[config.mk]
export PLATFORM = sky130hd
export DESIGN_NAME = sync_strobe_tracker
export DESIGN_NICKNAME = d
export VERILOG_FILES = /design/src/rtl/sync_strobe_tracker.sv
export SDC_FILE = /design/constraint.sdc
export NUM_CORES = 1
export LEC_CHECK = 0
export BUFFER_PORTS_ARGS = -buffer_cell sky130_fd_sc_hd__buf_2
export CORE_UTILIZATION = 49
export CTS_BUF_LIST = sky130_fd_sc_hd__clkbuf_16
export DETAILED_ROUTE_END_ITERATION = 16
export GPL_ROUTABILITY_DRIVEN = 0
export HOLD_SLACK_MARGIN = 0.03
export PLACE_DENSITY = 0.74
export SETUP_SLACK_MARGIN = 0.4
export SLEW_MARGIN = 20
export SYNTH_ARGS = -nofsm -noshare
export SYNTH_HDL_FRONTEND = slang
export SYNTH_SLANG_ARGS = --single-unit
[constraint.sdc]
create_clock -name i_clk -period 2.1 [get_ports i_clk]
set_input_delay 0.42 -clock i_clk [delete_from_list [all_inputs] [get_ports i_clk]]
set_output_delay 0.42 -clock i_clk [all_outputs]
set_load 0.005 [all_outputs]
[src/rtl/sync_strobe_tracker.sv]
// sync_strobe_tracker: receive-side tracker for a one-cycle sync strobe.
// Measures the strobe period, locks after LOCK_CNT correct intervals,
// regenerates phase and a validated strobe, and counts early/missing strobes.
// Optional macro SYNC_FLYWHEEL_EN: while locked, a missing strobe is replaced
// by a synthetic one until MISS_MAX consecutive misses have been seen.
module sync_strobe_tracker #(
  parameter int DIV      = 50,
  parameter int CW       = 7,
  parameter int LOCK_CNT = 4,
  parameter int MISS_MAX = 2
) (
  input  logic          i_clk,
  input  logic          i_rst_n,
  input  logic          i_sync,
  input  logic          i_clear,
  output logic          o_locked,
  output logic          o_strobe,
  output logic [CW-1:0] o_phase,
  output logic [CW-1:0] o_period,
  output logic          o_err_early,
  output logic          o_err_miss,
  output logic [7:0]    o_err_cnt
);

  typedef enum logic [1:0] {
    HUNT   = 2'd0,
    VERIFY = 2'd1,
    LOCKED = 2'd2
  } state_t;

  localparam logic [CW-1:0] LAST      = CW'(DIV - 1);
  localparam logic [CW-1:0] CNT_MAX   = {CW{1'b1}};
  localparam logic [3:0]    LOCK_LAST = 4'(LOCK_CNT - 1);

  state_t        state_reg;
  logic [CW-1:0] icnt_reg;
  logic [3:0]    good_cnt_reg;

  logic at_last;
  logic tracking;
  logic early_hit;
  logic miss_hit;
  logic fly_slip;

  // The interval counter sits at DIV-1 on the cycle a correct strobe is due.
  assign at_last   = (icnt_reg == LAST);
  assign tracking  = (state_reg == VERIFY) || (state_reg == LOCKED);
  assign early_hit = tracking && i_sync && !at_last;
  assign miss_hit  = tracking && !i_sync && at_last;
  assign o_phase   = icnt_reg;

`ifdef SYNC_FLYWHEEL_EN
  localparam logic [3:0] MISS_LAST = 4'(MISS_MAX - 1);
  logic [3:0] miss_cnt_reg;
  // A tolerated miss while locked restarts the interval as if a strobe came.
  assign fly_slip = (state_reg == LOCKED) && miss_hit && (miss_cnt_reg != MISS_LAST);
`else
  assign fly_slip = 1'b0;
`endif

  // Interval counter and period measurement, both saturating.
  always_ff @(posedge i_clk or negedge i_rst_n) begin
    if (!i_rst_n) begin
      icnt_reg <= '0;
      o_period <= '0;
    end else if (i_sync) begin
      icnt_reg <= '0;
      o_period <= (icnt_reg == CNT_MAX) ? CNT_MAX : icnt_reg + 1'b1;
    end else if (fly_slip) begin
      icnt_reg <= '0;
    end else if (icnt_reg != CNT_MAX) begin
      icnt_reg <= icnt_reg + 1'b1;
    end
  end

  // Lock FSM with registered lock/strobe/error outputs.
  always_ff @(posedge i_clk or negedge i_rst_n) begin
    if (!i_rst_n) begin
      state_reg    <= HUNT;
      good_cnt_reg <= '0;
`ifdef SYNC_FLYWHEEL_EN
      miss_cnt_reg <= '0;
`endif
      o_locked     <= 1'b0;
      o_strobe     <= 1'b0;
      o_err_early  <= 1'b0;
      o_err_miss   <= 1'b0;
    end else begin
      o_strobe    <= 1'b0;
      o_err_early <= early_hit;
      o_err_miss  <= miss_hit;
      case (state_reg)
        HUNT: begin
          if (i_sync) begin
            state_reg    <= VERIFY;
            good_cnt_reg <= '0;
          end
        end
        VERIFY: begin
          if (i_sync) begin
            if (!at_last) begin
              good_cnt_reg <= '0;
            end else if (good_cnt_reg == LOCK_LAST) begin
              state_reg    <= LOCKED;
              good_cnt_reg <= '0;
`ifdef SYNC_FLYWHEEL_EN
              miss_cnt_reg <= '0;
`endif
              o_locked     <= 1'b1;
              o_strobe     <= 1'b1;
            end else begin
              good_cnt_reg <= good_cnt_reg + 4'd1;
            end
          end else if (at_last) begin
            state_reg <= HUNT;
          end
        end
        LOCKED: begin
          if (i_sync) begin
            if (at_last) begin
              o_strobe <= 1'b1;
`ifdef SYNC_FLYWHEEL_EN
              miss_cnt_reg <= '0;
`endif
            end else begin
              state_reg    <= VERIFY;
              good_cnt_reg <= '0;
              o_locked     <= 1'b0;
            end
          end else if (at_last) begin
`ifdef SYNC_FLYWHEEL_EN
            if (miss_cnt_reg == MISS_LAST) begin
              state_reg    <= HUNT;
              miss_cnt_reg <= '0;
              o_locked     <= 1'b0;
            end else begin
              miss_cnt_reg <= miss_cnt_reg + 4'd1;
              o_strobe     <= 1'b1;
            end
`else
            state_reg <= HUNT;
            o_locked  <= 1'b0;
`endif
          end
        end
        default: begin
          state_reg <= HUNT;
          o_locked  <= 1'b0;
        end
      endcase
    end
  end

  // Saturating error counter; a clear overrides a coincident error.
  always_ff @(posedge i_clk or negedge i_rst_n) begin
    if (!i_rst_n) begin
      o_err_cnt <= 8'd0;
    end else if (i_clear) begin
      o_err_cnt <= 8'd0;
    end else if ((early_hit || miss_hit) && (o_err_cnt != 8'hFF)) begin
      o_err_cnt <= o_err_cnt + 8'd1;
    end
  end

endmodule

==> metrics.md, run 1 <==
| Metric | Value |
|---|---|
| Outcome | finished, final reports clean |
| Post-synth EDFFs | 0 |
| Initial core utilization | 52.9% |
| PwrDens | 818 nW/um^2 |
| Biggest register | o_err_cnt |
| Drt first pass iters | 4 |
| Max-cap violations | 0 |
| Syn avg cell area | 9.56 sq um |
| Synth Area in Adders | 6.05% |
| Lkg Pwr | 0.00107 uW |
| Die H | 60.1 microns |
| # rows | 20 |
| Fin util | 71.8% |
| Clock root buffer master | clkbuf_16 |
| Most common cell in the netlist | nor2_1 |
| DRT Wirelength | 3740 microns |
| N_diodes | 0 |
| Yosys cell types | 42 |
| Antenna violations before repair | 0 |
| CP startpoint kind | flip-flop |
| Area grow syn2layout | 35.8% |
| TritonCTS Buffers | 5 |
| Maximum clock path buffer count | 2 |
| Max transition margin | 53.8% |
| Final Cycle Share | 93.2% |
| Cell Area, Synth | 1650 sq um |
| VDD IR max | 475 uV |
| Post-Syn Nets | 185 |
| IO buf count | 29 |
| Vias | 1,450 |
| Arrival time worst endpoint | 2.16 ns |
| Multi-input logic area | 900 sq um |
| Share of the synthesized area in the top cell type | 48.4% |
| Worst-Margin Slew | 0.693 ns |
| YS warnings | 0 |
| Fin Hold WS | 0.192 ns |
| Shortest period the worst path allows | 1.96 ns |
| Vias in the first global route | 1,359 |
| CTS clk-pin slew, worst paths | 0.05 ns |
| R2r worst-path depth | 7 |
| Worst R2R End | o_err_cnt[5]$_DFFE_PN0P_ |
| Crit path capture type | flip-flop |
| RSZ-0062 raised after global routing | true |
| Core area | 3130 sq um |
| CTS tree | done |
| Drt drc | 0 |
| Overall Global Routing Usage | 22.4% |
| Fin. Hold Viols | 0 |
| Asr flop ratio synth | 100% |
| Clock latency on the worst-skew pair | 0.27 ns |
| # nets final | 237 |
| WL/cell | 13.9 microns |
| Synth Area in Simple Gates | 20.3% |
| Sum Neg Setup Slack | 0 ns |
| Clock sink total | 32 |
| Xor/xnor share of the synthesized area | 4.77% |
| Largest net degree at the start of global routing | 33 |
| Top post-synthesis cells by area | dfrtp_1 (48%), nor2_1 (7.7%), ha_1 (6.1%) |
| Post-Synthesis Cells | 173 |
| CP Class | flip-flop to flip-flop |
| Layout cell share with drive strength beyond 1 | 36.3% |
| IO Pins | 30 |
| DR iter-0 viols | 67 |
| Synth area leader | dfrtp_1 |
| Seq cells post-synth | 32 |
| Dominant synthesized flop cell | dfrtp_1 |
| DP HPWL | 2510 microns |
| Post-CTS Hold Buffers | 0 |
| Hold Crit Class | input port to asynchronous set/reset pin |
| Worst reg2reg setup slack | 0.14 ns |
| WP data required | 2.30 ns |
| Synth Area in Compound Gates | 16.1% |
| Sequential standard cell area | 803 sq um |
| Final ANT Viol Nets | 0 |
| Mux cell area share after synthesis | 0.605% |
| Fill cells | 240 |
| Main combinational cell family by area after synthesis | simple AND/OR/NAND/NOR gates |
| # setup viols final | 0 |
| Die Area | 3610 sq um |
| Register area share after synthesis | 48.4% |
| H-Tree Depth | 2 |
| Post-synth top cells | nor2_1 (34), dfrtp_1 (32), a21oi_1 (10) |
| Fin Clk Skew | 0.00495 ns |
| Congestion Overflow GR | 0 |
| DIE WIDTH | 60.1 microns |
| Max reg flops | 8 |
| Via density | 5.37 |
| First-pass GRT wire length | 5940 microns |
| Crit-path max FO | 6 |
| Reg-to-Reg Start | o_phase[1]$_DFFE_PN0P_ |
| F_max | 511 MHz |
| Slew Limit Fails | 0 |
## stage by stage
step	cells	area, sq um	setup slack [ns]	power (uW)
finish	270	2250	0.143	1840
global placement	247	1890	0.198	1020
CTS	263	2120	0.145	1740
floorplan	173	1660	0.00372	929
detailed placement	247	1890	0.125	1030
global route	270	2250	0.0936	1930
## worst max-delay path, stage by stage, from the launching register on
cell and delay (ns):
dfrtp_1 0.37, inv_1 0.06, ha_2 0.16, nand2b_1 0.07
or3_4 0.34, a21o_4 0.24, or4_4 0.51, a21oi_2 0.13
## timing repair
item / in CTS / in global routing
pin swaps: 9 / 7
resized for setup: 13 / 15
gates cloned: 0 / 0
buffers inserted: 8 / 7
endpoints found under the setup margin: 13 / 18
## per-layer routing
metal  up-vias  GRT usage, %  part of all wire (%)  routed length (microns)
met5         -             0                     0                        0
met4         0          8.31                   1.4                       53
met2        40          35.6                    50                     1880
met1       687          29.1                    44                     1640
li1        718             -                     -                        -
met3         5          5.84                   4.6                      172
## layout by cell type (no fill, tap or decap), drive strengths merged, types with 2 or more instances in the layout
cell type	synthesis	layout
buf	4	53
nor2	34	34
xor2	4	4
nor2b	2	2
nor3	3	3
a22o	2	2
o31ai	3	3
or4	3	3
nand4	2	2
a31oi	4	4
a211oi	4	4
o21ai	4	4
clkbuf	4	5
nor3b	2	2
ha	8	8
nand2	8	8
dfrtp	32	32
a21oi	10	10
xnor2	5	5
inv	6	8
a21o	2	2
nand3	9	9
## where the power goes
part           switching [uW]  internal [uW]
registers                29.6            658
clock network             237            425
logic                     244            243
total                     511           1330
## cells by family (layout without fill, tap and decap cells)
family | Yosys count | in the layout
buf+inv | 14 | 67
simple gates | 70 | 70
xor+xnor | 9 | 9
fa+ha+maj | 8 | 8
compound gates | 39 | 39
flops | 32 | 32
mux | 1 | 1
## cell type report
class / count / share of cell area, %
clock buffers: 5 / 5.57
well taps: 44 / 2.45
inverters: 6 / 1.00
clock inverters: 3 / 0.501
flip-flops and latches: 32 / 35.8
multi-input cells: 127 / 40.1
repair buffers: 53 / 14.7
## worst max-delay path by stage
stage	start	end	cells after the start
after floorplan	o_phase[1]$_DFFE_PN0P_	o_err_cnt[5]$_DFFE_PN0P_	9
after global placement	o_phase[1]$_DFFE_PN0P_	o_err_cnt[7]$_DFFE_PN0P_	7
after detailed placement	o_phase[1]$_DFFE_PN0P_	o_err_cnt[5]$_DFFE_PN0P_	7
after CTS	o_phase[1]$_DFFE_PN0P_	o_err_cnt[5]$_DFFE_PN0P_	7
after global routing	o_phase[4]$_DFFE_PN0P_	o_err_cnt[5]$_DFFE_PN0P_	5
final	o_phase[1]$_DFFE_PN0P_	o_err_cnt[5]$_DFFE_PN0P_	7
(Power assumes the default switching activity.)
==> run 2: changes to the inputs <==
- PLACE_DENSITY: 0.74 -> default
- PLACE_DENSITY_LB_ADDON: default -> 0.3
==> metrics.md, run 2 (synthesis gave the netlist of run 1 again) <==
| Metric | Value |
|---|---|
| Final Cycle Share | 92.4% (-0.78 points) |
| PwrDens | 793 nW/um^2 (-3.0%) |
| VDD IR max | 574 uV (+21%) |
| TritonCTS Buffers | 5 (unchanged) |
| Area grow syn2layout | 35.1% |
| Vias | 1,489 (+2.7%) |
| Clock latency on the worst-skew pair | 0.27 ns (about the same) |
| CP Class | flip-flop to flip-flop |
| Outcome | finished, final reports clean |
| WP data required | 2.30 ns (about the same) |
| Crit path from | o_phase[2]$_DFFE_PN0P_ |
| Lkg Pwr | 0.00104 uW (-3.1%) |
| Drt drc | 0 (unchanged) |
| Antenna violations before repair | 0 (unchanged) |
| Core area | 3130 sq um (unchanged) |
| Final ANT Viol Nets | 0 (unchanged) |
| Congestion Overflow GR | 0 (unchanged) |
| Worst reg2reg setup slack | 0.16 ns (+0.02 ns) |
| CP max-delay cell | or4_4 |
| RSZ-0062 raised after global routing | true |
| Overall Global Routing Usage | 23.8% (+1.5 points) |
| Max-cap violations | 0 (unchanged) |
| # nets final | 229 (-3.4%) |
| # rows | 20 (unchanged) |
| Arrival time worst endpoint | 2.14 ns (-0.02 ns) |
| N_diodes | 0 (unchanged) |
| Inst Count DP | 247 (unchanged) |
| Max transition margin | 52.6% (-1.2 points) |
| Clock sink total | 32 (unchanged) |
| Worst R2R End | o_err_cnt[7]$_DFFE_PN0P_ |
| Sequential standard cell area | 807 sq um (+0.47%) |
| Fin Clk Skew | 0.00548 ns (+0.000535 ns) |
| Via density | 5.70 (+6.2%) |
| # setup viols final | 0 (unchanged) |
| Die H | 60.1 microns (unchanged) |
| IO buf count | 29 (unchanged) |
| Largest net degree at the start of global routing | 33 (unchanged) |
| Max reg flops | 8 (unchanged) |
| Most frequent cells in the layout | buf_2 (29), nor2_1 (28), dfrtp_1 (27) |
| Hold Crit Class | input port to asynchronous set/reset pin |
| Clock root buffer master | clkbuf_16 |
| F_max | 515 MHz (+0.85%) |
| CP startpoint kind | flip-flop |
| Reg-to-Reg Start | o_phase[2]$_DFFE_PN0P_ |
| DR iter-0 viols | 90 (+34%) |
| IO Pins | 30 (unchanged) |
| Fill cells | 235 (-2.1%) |
| Worst-Margin Slew | 0.711 ns (+0.0185 ns) |
| Maximum clock path buffer count | 2 (unchanged) |
| Shortest period the worst path allows | 1.94 ns (-0.0164 ns) |
| Most common cell after layout, fill and taps aside | buf_2 |
| H-Tree Depth | 2 (unchanged) |
| Initial core utilization | 52.9% (unchanged) |
| Biggest register | o_err_cnt |
| R2r worst-path depth | 5 (-2) |
| DIE WIDTH | 60.1 microns (unchanged) |
| Crit-path max FO | 4 (-2) |
| Fin util | 71.4% (-0.36 points) |
| Non-Filler Instances | 261 (-3.3%) |
| Slew Limit Fails | 0 (unchanged) |
| Vias in the first global route | 1,375 (+1.2%) |
| DRT Wirelength | 3910 microns (+4.5%) |
| Die Area | 3610 sq um (unchanged) |
| CTS clk-pin slew, worst paths | 0.05 ns (about the same) |
| Sum Neg Setup Slack | 0 ns (unchanged) |
| WL/cell | 15.0 microns (+8.1%) |
| Multi-input logic area | 947 sq um (+5.3%) |
| Crit path capture type | flip-flop |
| CP Cell Sequence | nand4bb_4, or3_4, a21o_1, or4_4, a21oi_2 |
| Fin. Hold Viols | 0 (unchanged) |
| CP peak stage delay | 0.49 ns (-0.02 ns) |
| First-pass GRT wire length | 6210 microns (+4.5%) |
| Drt first pass iters | 4 (unchanged) |
| CTS tree | done |
| DP HPWL | 2490 microns (-0.64%) |
| Layout cell share with drive strength beyond 1 | 39.6% (+3.3 points) |
-- run 2: metal layers --
metal,track usage [%],routed length (microns),vias to the layer above
met5,0,0,-
met1,29.8,1680,721
li1,-,-,705
met3,6.28,185,8
met4,10.3,62,0
met2,38.5,1980,55
-- run 2: area by class of cell --
cell class	count	area share (%)
clock buffer	5	5.60
sequential	32	36.1
multi-input combinational	127	42.4
clock inverter	2	0.392
timing repair buffer	45	12.0
inverter	6	1.01
tap	44	2.46
-- run 2: worst max path at each step --
stage,endpoint,slack [ns],depth (start not counted)
floorplan,o_err_cnt[5]$_DFFE_PN0P_,0.004,9
detailed placement,o_err_cnt[5]$_DFFE_PN0P_,0.12,7
global placement,o_err_cnt[7]$_DFFE_PN0P_,0.20,7
global route,o_err_cnt[7]$_DFFE_PN0P_,0.11,5
finish,o_err_cnt[7]$_DFFE_PN0P_,0.16,5
CTS,o_err_cnt[5]$_DFFE_PN0P_,0.18,7
-- run 2: where the power goes --
part | leakage (uW) | internal, uW | switching, uW | total (uW)
clock network | 0.0000709 | 424 | 234 | 658
logic | 0.000546 | 194 | 221 | 415
registers | 0.000420 | 660 | 38.5 | 699
total | 0.00104 | 1280 | 494 | 1770
-- run 2: what timing repair did --
| action | in CTS | in global routing |
|---|---|---|
| buffers inserted | 3 | 4 |
| endpoints found under the setup margin | 12 | 20 |
| resized for setup | 5 | 35 |
| pin swaps | 4 | 8 |
| hold endpoints to repair | 0 | 0 |
| hold buffers | 0 | 0 |
-- run 2: worst max-delay path, delay by kind of cell, from the launching register on --
| family | cells | cell delay, ns |
|---|---|---|
| flops | 1 | 0.43 |
| compound gates | 2 | 0.34 |
| simple gates | 3 | 1.10 |
-- run 2: stage by stage --
stage / total power (uW) / hold WS (ns) / setup WS (ns) / instance area, sq um
finish: 1770 / 0.199 / 0.160 / 2230
global route: 1850 / 0.258 / 0.114 / 2230
CTS: 1710 / 0.220 / 0.179 / 2070
detailed placement: 1030 / 0.492 / 0.118 / 1890
global placement: 1020 / 0.486 / 0.204 / 1890
floorplan: 929 / 0.124 / 0.00372 / 1660
